### config.mk
export PLATFORM = sky130hd
export DESIGN_NAME = uart_cmd_comm
export DESIGN_NICKNAME = d
export VERILOG_FILES = /design/src/rtl/uart_comm_pkg.sv /design/src/rtl/uart_rx_core.sv /design/src/rtl/uart_cmd_comm.sv
export SDC_FILE = /design/constraint.sdc
export NUM_CORES = 1
export LEC_CHECK = 0
export BUFFER_PORTS_ARGS = -buffer_cell sky130_fd_sc_hd__buf_2
export CAP_MARGIN = 0
export CORE_UTILIZATION = 43
export CTS_BUF_LIST = sky130_fd_sc_hd__clkbuf_8
export DETAILED_ROUTE_END_ITERATION = 10
export PLACE_DENSITY = 0.72
export SLEW_MARGIN = 10
export SYNTH_ARGS = -nofsm -noshare
export SYNTH_HDL_FRONTEND = slang
export SYNTH_SLANG_ARGS = --single-unit
### constraint.sdc
create_clock -name clk -period 4.2 [get_ports clk]
set_input_delay 0.21 -clock clk [delete_from_list [all_inputs] [get_ports clk]]
set_output_delay 0.21 -clock clk [all_outputs]
set_load 0.02 [all_outputs]
### src/rtl/uart_comm_pkg.sv
// rtl/uart_comm_pkg.sv - shared types and constants for the uart command comm stage
package uart_comm_pkg;

    localparam int DATA_BITS = 8;
    localparam int CMD_BYTES = 3;

    typedef enum logic [1:0] {
        RX_IDLE,
        RX_START,
        RX_DATA,
        RX_STOP
    } rx_state_t;

    typedef enum logic [1:0] {
        TX_IDLE,
        TX_START,
        TX_DATA,
        TX_STOP
    } tx_state_t;

endpackage

### src/rtl/uart_rx_core.sv
// rtl/uart_rx_core.sv - 8N1 receiver: RX synchroniser, mid-bit sampling FSM, byte strobe
module uart_rx_core
    import uart_comm_pkg::*;
#(
    parameter int BAUD_DIV = 2083
) (
    input  logic                 clk,
    input  logic                 rst,
    input  logic                 rx_i,
    output logic [DATA_BITS-1:0] rx_byte_o,
    output logic                 rx_strobe_o,
    output logic                 rx_ferr_o
);

    localparam int CW = $clog2(BAUD_DIV + 1);
    localparam logic [CW-1:0] HALF_BIT = CW'(BAUD_DIV / 2);
    localparam logic [CW-1:0] FULL_BIT = CW'(BAUD_DIV);

    logic                 rx_meta_q, rx_sync_q, rx_prev_q;
    logic                 rx_fall;
    rx_state_t            state_q;
    logic [CW-1:0]        cnt_q;
    logic [2:0]           bit_q;
    logic [DATA_BITS-1:0] shift_q;

    always_ff @(posedge clk or posedge rst) begin
        if (rst) begin
            rx_meta_q <= 1'b1;
            rx_sync_q <= 1'b1;
            rx_prev_q <= 1'b1;
        end else begin
            rx_meta_q <= rx_i;
            rx_sync_q <= rx_meta_q;
            rx_prev_q <= rx_sync_q;
        end
    end

    assign rx_fall = rx_prev_q & ~rx_sync_q;

    // Counter counts down to 1; each sample point is one load value after the previous one.
    always_ff @(posedge clk or posedge rst) begin
        if (rst) begin
            state_q     <= RX_IDLE;
            cnt_q       <= '0;
            bit_q       <= '0;
            shift_q     <= '0;
            rx_byte_o   <= '0;
            rx_strobe_o <= 1'b0;
            rx_ferr_o   <= 1'b0;
        end else begin
            rx_strobe_o <= 1'b0;
            rx_ferr_o   <= 1'b0;
            case (state_q)
                RX_IDLE: begin
                    if (rx_fall) begin
                        cnt_q   <= HALF_BIT;
                        bit_q   <= '0;
                        state_q <= RX_START;
                    end
                end
                RX_START: begin
                    if (cnt_q == CW'(1)) begin
                        if (rx_sync_q) begin
                            state_q <= RX_IDLE;
                        end else begin
                            cnt_q   <= FULL_BIT;
                            state_q <= RX_DATA;
                        end
                    end else begin
                        cnt_q <= cnt_q - 1'b1;
                    end
                end
                RX_DATA: begin
                    if (cnt_q == CW'(1)) begin
                        shift_q <= {rx_sync_q, shift_q[DATA_BITS-1:1]};
                        cnt_q   <= FULL_BIT;
                        if (bit_q == 3'(DATA_BITS - 1)) begin
                            state_q <= RX_STOP;
                        end else begin
                            bit_q <= bit_q + 1'b1;
                        end
                    end else begin
                        cnt_q <= cnt_q - 1'b1;
                    end
                end
                RX_STOP: begin
                    if (cnt_q == CW'(1)) begin
                        if (rx_sync_q) begin
                            rx_byte_o   <= shift_q;
                            rx_strobe_o <= 1'b1;
                        end else begin
                            rx_ferr_o <= 1'b1;
                        end
                        state_q <= RX_IDLE;
                    end else begin
                        cnt_q <= cnt_q - 1'b1;
                    end
                end
                default: state_q <= RX_IDLE;
            endcase
        end
    end

endmodule

### src/rtl/uart_cmd_comm.sv
// rtl/uart_cmd_comm.sv - host comm stage: 3-byte command assembler, 8N1 response TX
// Optional inter-byte gap timeout enabled by defining CMD_TIMEOUT_EN.
module uart_cmd_comm
    import uart_comm_pkg::*;
#(
    parameter int BAUD_DIV    = 2083,
    parameter int TIMEOUT_CYC = 65535
) (
    input  logic                 clk,
    input  logic                 rst,
    input  logic                 RX,
    output logic                 TX,
    output logic [23:0]          cmd,
    output logic                 cmd_rdy,
    input  logic                 clr_cmd_rdy,
    input  logic [DATA_BITS-1:0] resp_data,
    input  logic                 send_resp,
    output logic                 resp_sent
);

    localparam int CW = $clog2(BAUD_DIV + 1);
    localparam logic [CW-1:0] BIT_LAST = CW'(BAUD_DIV - 1);

    logic [DATA_BITS-1:0] rx_byte;
    logic                 rx_strobe, rx_ferr, gap_hit;

    uart_rx_core #(.BAUD_DIV(BAUD_DIV)) u_rx (
        .clk        (clk),
        .rst        (rst),
        .rx_i       (RX),
        .rx_byte_o  (rx_byte),
        .rx_strobe_o(rx_strobe),
        .rx_ferr_o  (rx_ferr)
    );

    logic [1:0]  byte_idx_q, byte_idx_d;
    logic [15:0] shadow_q, shadow_d;
    logic [23:0] cmd_q, cmd_d;
    logic        cmd_rdy_q, cmd_rdy_d;

`ifdef CMD_TIMEOUT_EN
    localparam int GW = $clog2(TIMEOUT_CYC + 1);
    logic [GW-1:0] gap_q;

    assign gap_hit = (byte_idx_q != 2'd0) && (gap_q == GW'(TIMEOUT_CYC));

    always_ff @(posedge clk or posedge rst) begin
        if (rst) begin
            gap_q <= '0;
        end else if (rx_strobe || byte_idx_q == 2'd0 || gap_hit) begin
            gap_q <= '0;
        end else begin
            gap_q <= gap_q + 1'b1;
        end
    end
`else
    logic unused_timeout;
    assign unused_timeout = ^TIMEOUT_CYC;
    assign gap_hit        = 1'b0;
`endif

    // A completing command loads unless an unconsumed one is pending; a same-cycle clear lets it load.
    always_comb begin
        byte_idx_d = byte_idx_q;
        shadow_d   = shadow_q;
        cmd_d      = cmd_q;
        cmd_rdy_d  = cmd_rdy_q;
        if (clr_cmd_rdy) begin
            cmd_rdy_d = 1'b0;
        end
        if (rx_strobe) begin
            case (byte_idx_q)
                2'd0: begin
                    shadow_d[15:8] = rx_byte;
                    byte_idx_d     = 2'd1;
                end
                2'd1: begin
                    shadow_d[7:0] = rx_byte;
                    byte_idx_d    = 2'd2;
                end
                default: begin
                    byte_idx_d = 2'd0;
                    if (!cmd_rdy_q || clr_cmd_rdy) begin
                        cmd_d     = {shadow_q, rx_byte};
                        cmd_rdy_d = 1'b1;
                    end
                end
            endcase
        end else if (rx_ferr || gap_hit) begin
            byte_idx_d = 2'd0;
        end
    end

    always_ff @(posedge clk or posedge rst) begin
        if (rst) begin
            byte_idx_q <= 2'd0;
            shadow_q   <= '0;
            cmd_q      <= '0;
            cmd_rdy_q  <= 1'b0;
        end else begin
            byte_idx_q <= byte_idx_d;
            shadow_q   <= shadow_d;
            cmd_q      <= cmd_d;
            cmd_rdy_q  <= cmd_rdy_d;
        end
    end

    assign cmd     = cmd_q;
    assign cmd_rdy = cmd_rdy_q;

    tx_state_t            tx_state_q;
    logic [CW-1:0]        tx_cnt_q;
    logic [2:0]           tx_bit_q;
    logic [DATA_BITS-1:0] tx_shift_q;
    logic                 tx_q, resp_sent_q;

    // resp_sent_q is high in the first IDLE cycle, which is what blocks a coincident send_resp.
    always_ff @(posedge clk or posedge rst) begin
        if (rst) begin
            tx_state_q  <= TX_IDLE;
            tx_cnt_q    <= '0;
            tx_bit_q    <= '0;
            tx_shift_q  <= '0;
            tx_q        <= 1'b1;
            resp_sent_q <= 1'b0;
        end else begin
            resp_sent_q <= 1'b0;
            case (tx_state_q)
                TX_IDLE: begin
                    if (send_resp && !resp_sent_q) begin
                        tx_shift_q <= resp_data;
                        tx_q       <= 1'b0;
                        tx_cnt_q   <= BIT_LAST;
                        tx_state_q <= TX_START;
                    end
                end
                TX_START: begin
                    if (tx_cnt_q == '0) begin
                        tx_q       <= tx_shift_q[0];
                        tx_cnt_q   <= BIT_LAST;
                        tx_bit_q   <= '0;
                        tx_state_q <= TX_DATA;
                    end else begin
                        tx_cnt_q <= tx_cnt_q - 1'b1;
                    end
                end
                TX_DATA: begin
                    if (tx_cnt_q == '0) begin
                        tx_cnt_q <= BIT_LAST;
                        if (tx_bit_q == 3'(DATA_BITS - 1)) begin
                            tx_q       <= 1'b1;
                            tx_state_q <= TX_STOP;
                        end else begin
                            tx_shift_q <= {1'b0, tx_shift_q[DATA_BITS-1:1]};
                            tx_q       <= tx_shift_q[1];
                            tx_bit_q   <= tx_bit_q + 1'b1;
                        end
                    end else begin
                        tx_cnt_q <= tx_cnt_q - 1'b1;
                    end
                end
                TX_STOP: begin
                    if (tx_cnt_q == '0) begin
                        resp_sent_q <= 1'b1;
                        tx_state_q  <= TX_IDLE;
                    end else begin
                        tx_cnt_q <= tx_cnt_q - 1'b1;
                    end
                end
                default: tx_state_q <= TX_IDLE;
            endcase
        end
    end

    assign TX        = tx_q;
    assign resp_sent = resp_sent_q;

endmodule

## After elaboration in Yosys (flattened, before gate mapping)

Cells that the tools add are included.

- Register bits: 108
- Input bits: 13
- Output and inout port bits: 27
- Logic and storage cells: 136

- Add/sub/neg operators: 4
- Equality and inequality tests: 25
- Muxes and demuxes: 55
- Bitwise logic cells: 3
- Reduce and logical (&&, ||, !) cells: 28

Operators with widths:

| operator | count |
|---|---|
| $mux 12 | 8 |
| $pmux 12 s4 | 1 |
| $pmux 12 s3 | 1 |
| $mux 2 | 13 |
| $mux 8 | 3 |
| $sub 12x1->12 const B | 2 |
| $mux 3 | 6 |
| $ne 2x2->1 const B | 9 |
| $mux 1 | 16 |
| $pmux 2 s4 | 2 |
| $pmux 8 s2 | 1 |
| $reduce_and 4->1 | 4 |
| $eq 12x1->1 const B | 1 |
| $logic_not 12->1 | 1 |
| $pmux 3 s2 | 2 |
| $ne 2x1->1 const B | 5 |
| $reduce_and 5->1 | 2 |
| $reduce_and 3->1 | 3 |
| $eq 2x2->1 const B | 4 |
| $reduce_and 2->1 | 4 |
| $reduce_bool 2->1 | 4 |
| $add 3x1->3 const B | 2 |
| $eq 2x1->1 const B | 3 |
| $eq 3x3->1 const B | 2 |
| other kinds (11) | 16 |

## Depth between registers and ports, before layout

- Word-level depth: 5
- Gate-level depth with buffers: 8
- Depth with buffers taken out: 6

## Hierarchy

A second synthesis with hierarchy kept.

- Cell total of the unflattened synthesis: 434
- Area total of the unflattened synthesis: 5,126.2 µm²

Modules (own cells, without submodules):

| module | times used | cells each | area an instance (µm²) | seq. area each (µm²) |
|---|---|---|---|---|
| uart_cmd_comm | 1 | 257 | 3,236.9 | 1,752.9 |
| uart_rx_core | 1 | 177 | 1,889.3 | 954.7 |

## Least setup slack after synthesis

No wires, ideal clock.

- Kind: reg2reg
- From: reg u_rx.cnt_q[1]
- To: reg u_rx.rx_byte_o[0]
- Setup time: 0.125 ns
- Arrival time: 1.830 ns
- Data required time: 4.075 ns
- Slack: 2.245 ns
- Stages on the path, launching flop included: 7
- Buffers on the path: 0
- Clock period less this slack: 1.955 ns
- Cells stage by stage: dfrtp_1 -> inv_1 -> ha_1 -> nor4b_4 -> nand3_4 -> nor3_4 -> mux2_2

- Cells in the longest elaborated chain, start to end: 2

Ends and longest elaborated chain:

| what | line | RTL |
|---|---|---|
| start, declared | uart_rx_core.sv:22 | `logic [CW-1:0] cnt_q;` |
| start signal, assigned | uart_rx_core.sv:70 | `cnt_q <= cnt_q - 1'b1;` |
| start signal, assigned | uart_rx_core.sv:83 | `cnt_q <= cnt_q - 1'b1;` |
| start signal, assigned | uart_rx_core.sv:96 | `cnt_q <= cnt_q - 1'b1;` |
| $eq 12x1->1 | uart_rx_core.sv:87 | `if (cnt_q == CW'(1)) begin` |
| $reduce_and 3->1 (no line) | - |  |
| end signal, assigned | uart_rx_core.sv:89 | `rx_byte_o <= shift_q;` |
| end, declared | uart_rx_core.sv:10 | `output logic [DATA_BITS-1:0] rx_byte_o,` |

Every way passes these cells.
A chain may end at the register's enable or synchronous reset.

## Final worst setup path

- From: reg u_rx.cnt_q[4]
- To: reg u_rx.rx_byte_o[3]

The elaborated chain is that of the path after synthesis.

==> metrics.md <==
| Metric | Value |
|---|---|
| Status | finished, final reports clean |
| First-pass GRT wire length | 15,300 um |
| Final setup vio count | 0 |
| Hold/Removal Path Class | in -> async |
| Fraction of layout cells with a size suffix above 1 | roughly a third |
| First-pass DRT Iterations | 4 |
| Largest net degree at the start of global routing | 80 |
| FFs w/ async S/R, synth | 100% |
| Port buffer count | 39 |
| Area leader, netlist | dfrtp_1 |
| Core Area | approximately 11,000 um^2 |
| # IOs | 40 |
| Tightest Pin Transition | about 1.1 ns |
| RSZ-0062 raised after global routing | no |
| Cell Chain, Critical Path | nor4_2 -> nand3_4 -> nor3_4 -> mux2_2 |
| Netlist cell types | 60 |
| Die W | ~110 um |
| Max Buffers Root-to-Sink | 2 |
| WHS | 0.0322 ns |
| Fill cell total of the finished layout | between 1,000 and 1,500 |
| Skew final | approximately 0.0086 ns |
| Post-synth top flop | dfrtp_1 |
| Worst r2r src | u_rx.cnt_q[4]$_DFFE_PP0P_ |
| CP delay by family, top | simple AND/OR/NAND/NOR gates |
| Post-Syn Area per Cell | 12.6 um^2 |
| Area of the multi-input gates | approximately 2200 um^2 |
| Tmin final | roughly 2.5 ns |
| Dpl hpwl | around 6500 um |
| CP Data Arrival Time | about 2.8 ns |
| Initial antenna violation count | 0 |
| Cell row count | 39 |
| Post-route ant nets | 0 |
| CTS tree | done |
| Post-Place Cells | 579 |
| Design Area, Final | approximately 5600 um^2 |
| MaxCap Viol Count | 0 |
| Sink Count | 108 |
| Crit share post-route | 59.5% |
| FMAX | 400 MHz |
| Setup_tns | 0 ns |
| DR WL/cell | ~15 um |
| CTS Hold Bufs | 1 |
| Post-synthesis sequential area ratio | between 50% and 60% |
| Starting DRT DRC Count | 152 |
| Post-CTS Setup Bufs | 0 |
| Synth warn | 0 |
| Crit Path Class | reg -> reg |
| CP Max Fanout | 13 |
| Worst skew pair latency | about 0.37 ns |
| Flop2flop setup slack | 1.70 ns |
| Slew Viols, Final | 0 |
| Worst slack, placed | around 1.7 ns |
| Maximum vdd ir drop | roughly 0.45 mV |
| Die Y | around 110 um |
| Area after DPL | 5410 um^2 |
| Reg2Reg Capture Point | u_rx.rx_byte_o[3]$_DFFE_PP0P_ |
| CTS resizes | 0 |
| Clock Pin Slew Worst Setup and Hold Paths | roughly 0.1 ns |
| DR vias | around 3,400 |
| Startpoint types | flop |
| Final Net Count | about 480 |
| Post-route insts no fill | around 600 |
| Stages on worst setup path | 4 |
| Die area | about 12,000 um^2 |
| Final setup margin | ~1.7 ns |
| # diodes | 0 |
| Syn Nets | 430 |
| WP buf/inv | 0 |
| Top post-synthesis cells by area | dfrtp_1 52%, mux2_2 13%, ha_1 3.7% |
| Gr usage total | 16.1% |
| Post-route DRC | 0 |
| Reg area | 2710 um^2 |
| Starting density of the core | 44.2% |
| Top cell type's share of synthesized area | around half |
| Area grow syn2layout | 11.0% |
| CTS buffer count | 9 |
| PwrDens | between 600 and 700 nW/um^2 |
| Congestion Overflow GR | 0 |
| Fin. Hold Viols | 0 |
| Post-synth EDFFs | 0 |
| Vias in the first global route | 3,282 |
| Post-Syn Instances | between 400 and 500 |
| Worst-path cell with the longest stage delay | nor4_2 |
| LEAKAGE | 0.00276 uW |
| H-tree depth | 3 |
| FF-to-FF path depth | 4 |
| Root Buffer | clkbuf_8 |
| Final wirelength | approximately 9000 um |
| Crit path required time | approximately 4.5 ns |
| Relative slew slack | between 20 and 30% |
| Register bit total from synthesis | 108 |
| CP endpoint kind | flop |
| Critical path's largest stage delay | 0.97 ns |
| RD Place Congestion | 0.888 |
| Synth Cell Area | 5050 um^2 |
| DR vias/cell | approximately 5.7 |
==> flip-flops by register name, indices dropped and copies added (netlist names), named ones only <==
signal and cells:
tx_bit_q 3, u_rx.bit_q 3, u_rx.rx_meta_q 1, u_rx.cnt_q 12, u_rx.rx_strobe_o 1, cmd_rdy 1
tx_shift_q 8, u_rx.rx_byte_o 8, u_rx.rx_prev_q 1, u_rx.shift_q 8, shadow_q 16, u_rx.rx_sync_q 1
tx_state_q 2, tx_cnt_q 12, u_rx.state_q 1, cmd 24, byte_idx_q 2, u_rx.rx_ferr_o 1
TX 1, resp_sent 1
==> cell usage after synthesis, drive strengths merged (6+ instances only) <==
cell	instances
nand2	19
o21ai	14
a21oi	13
nand2b	10
inv	22
o221a	8
nor3	12
mux2	59
nand3	10
ha	15
nor4	6
a31oi	8
nor2	12
dfrtp	104
a22o	8
==> worst max path at each step <==
| stage | from | end | slack [ns] |
|---|---|---|---|
| 4_1_cts | u_rx.cnt_q[4]$_DFFE_PP0P_ | u_rx.rx_byte_o[3]$_DFFE_PP0P_ | 1.73 |
| 5_1_grt | u_rx.cnt_q[4]$_DFFE_PP0P_ | u_rx.rx_byte_o[2]$_DFFE_PP0P_ | 1.51 |
| 6_report | u_rx.cnt_q[4]$_DFFE_PP0P_ | u_rx.rx_byte_o[3]$_DFFE_PP0P_ | 1.70 |
| 3_3_place_gp | u_rx.cnt_q[4]$_DFFE_PP0P_ | u_rx.rx_byte_o[3]$_DFFE_PP0P_ | 1.77 |
| 2_1_floorplan | rst | async pin | 1.15 |
| 3_5_place_dp | u_rx.cnt_q[4]$_DFFE_PP0P_ | u_rx.rx_byte_o[3]$_DFFE_PP0P_ | 1.74 |
==> cells in the final DEF, fill, tap and decap left out, types with 3 or more instances in the layout <==
cell type	instances
a21o_1	5
a21oi_1	12
a221o_1	5
a22o_1	8
a31oi_1	8
a41oi_1	3
and3_1	5
buf_2	39
clkbuf_8	10
clkinv_2	3
dfrtp_1	104
dfstp_2	4
ha_1	15
inv_1	21
mux2_2	59
mux2i_1	4
nand2_1	18
nand2b_1	10
nand3_1	9
nand4_1	4
nor2_1	12
nor2b_1	3
nor3_1	9
nor4_1	3
o21ai_0	14
o221a_2	8
o311a_1	3
o32a_1	3
or3_1	3
or4_1	4
==> cell families (layout without fill, tap and decap cells) <==
kind of cell / after synthesis / count (layout) / synth area share [%]
DFF: 108 / 108 / 53.6
and+or+nand+nor: 98 / 98 / 12.3
AOI/OAI and AO/OA: 89 / 89 / 14.0
muxes: 63 / 63 / 13.9
buffers and inverters: 29 / 80 / 2.33
adders and majority gates: 15 / 15 / 3.72
==> layer usage <==
layer / up-vias / track usage (%) / routed length (um)
li1: 1612 / - / -
met1: 1698 / 21.1 / 4240
met2: 72 / 26.3 / 4340
met3: 8 / 3.88 / 310
met4: 0 / 5.36 / 83
met5: - / 0 / 0
==> layout make-up <==
cell class                 instances  area share, %
multi-input combinational        265           39.8
inverter                          22           1.52
tap                              143           3.19
clock inverter                     6          0.826
sequential                       108           48.3
timing repair buffer              42           3.93
clock buffer                      10           2.46
==> through the flow <==
stage                     utilization [%]  total power (uW)
after global routing                 49.1              3660
after detailed placement             47.4              2820
after global placement               47.4              2760
final                                49.1              3410
after floorplan                         -              2530
after CTS                            49.1              3430
==> report_power, final <==
part,leakage (uW),internal [uW],switching [uW]
Combinational,0.00122,588,803
Clock,0.000100,240,355
Sequential,0.00144,1230,199
Note: power is estimated with default switching activity, not from simulation.
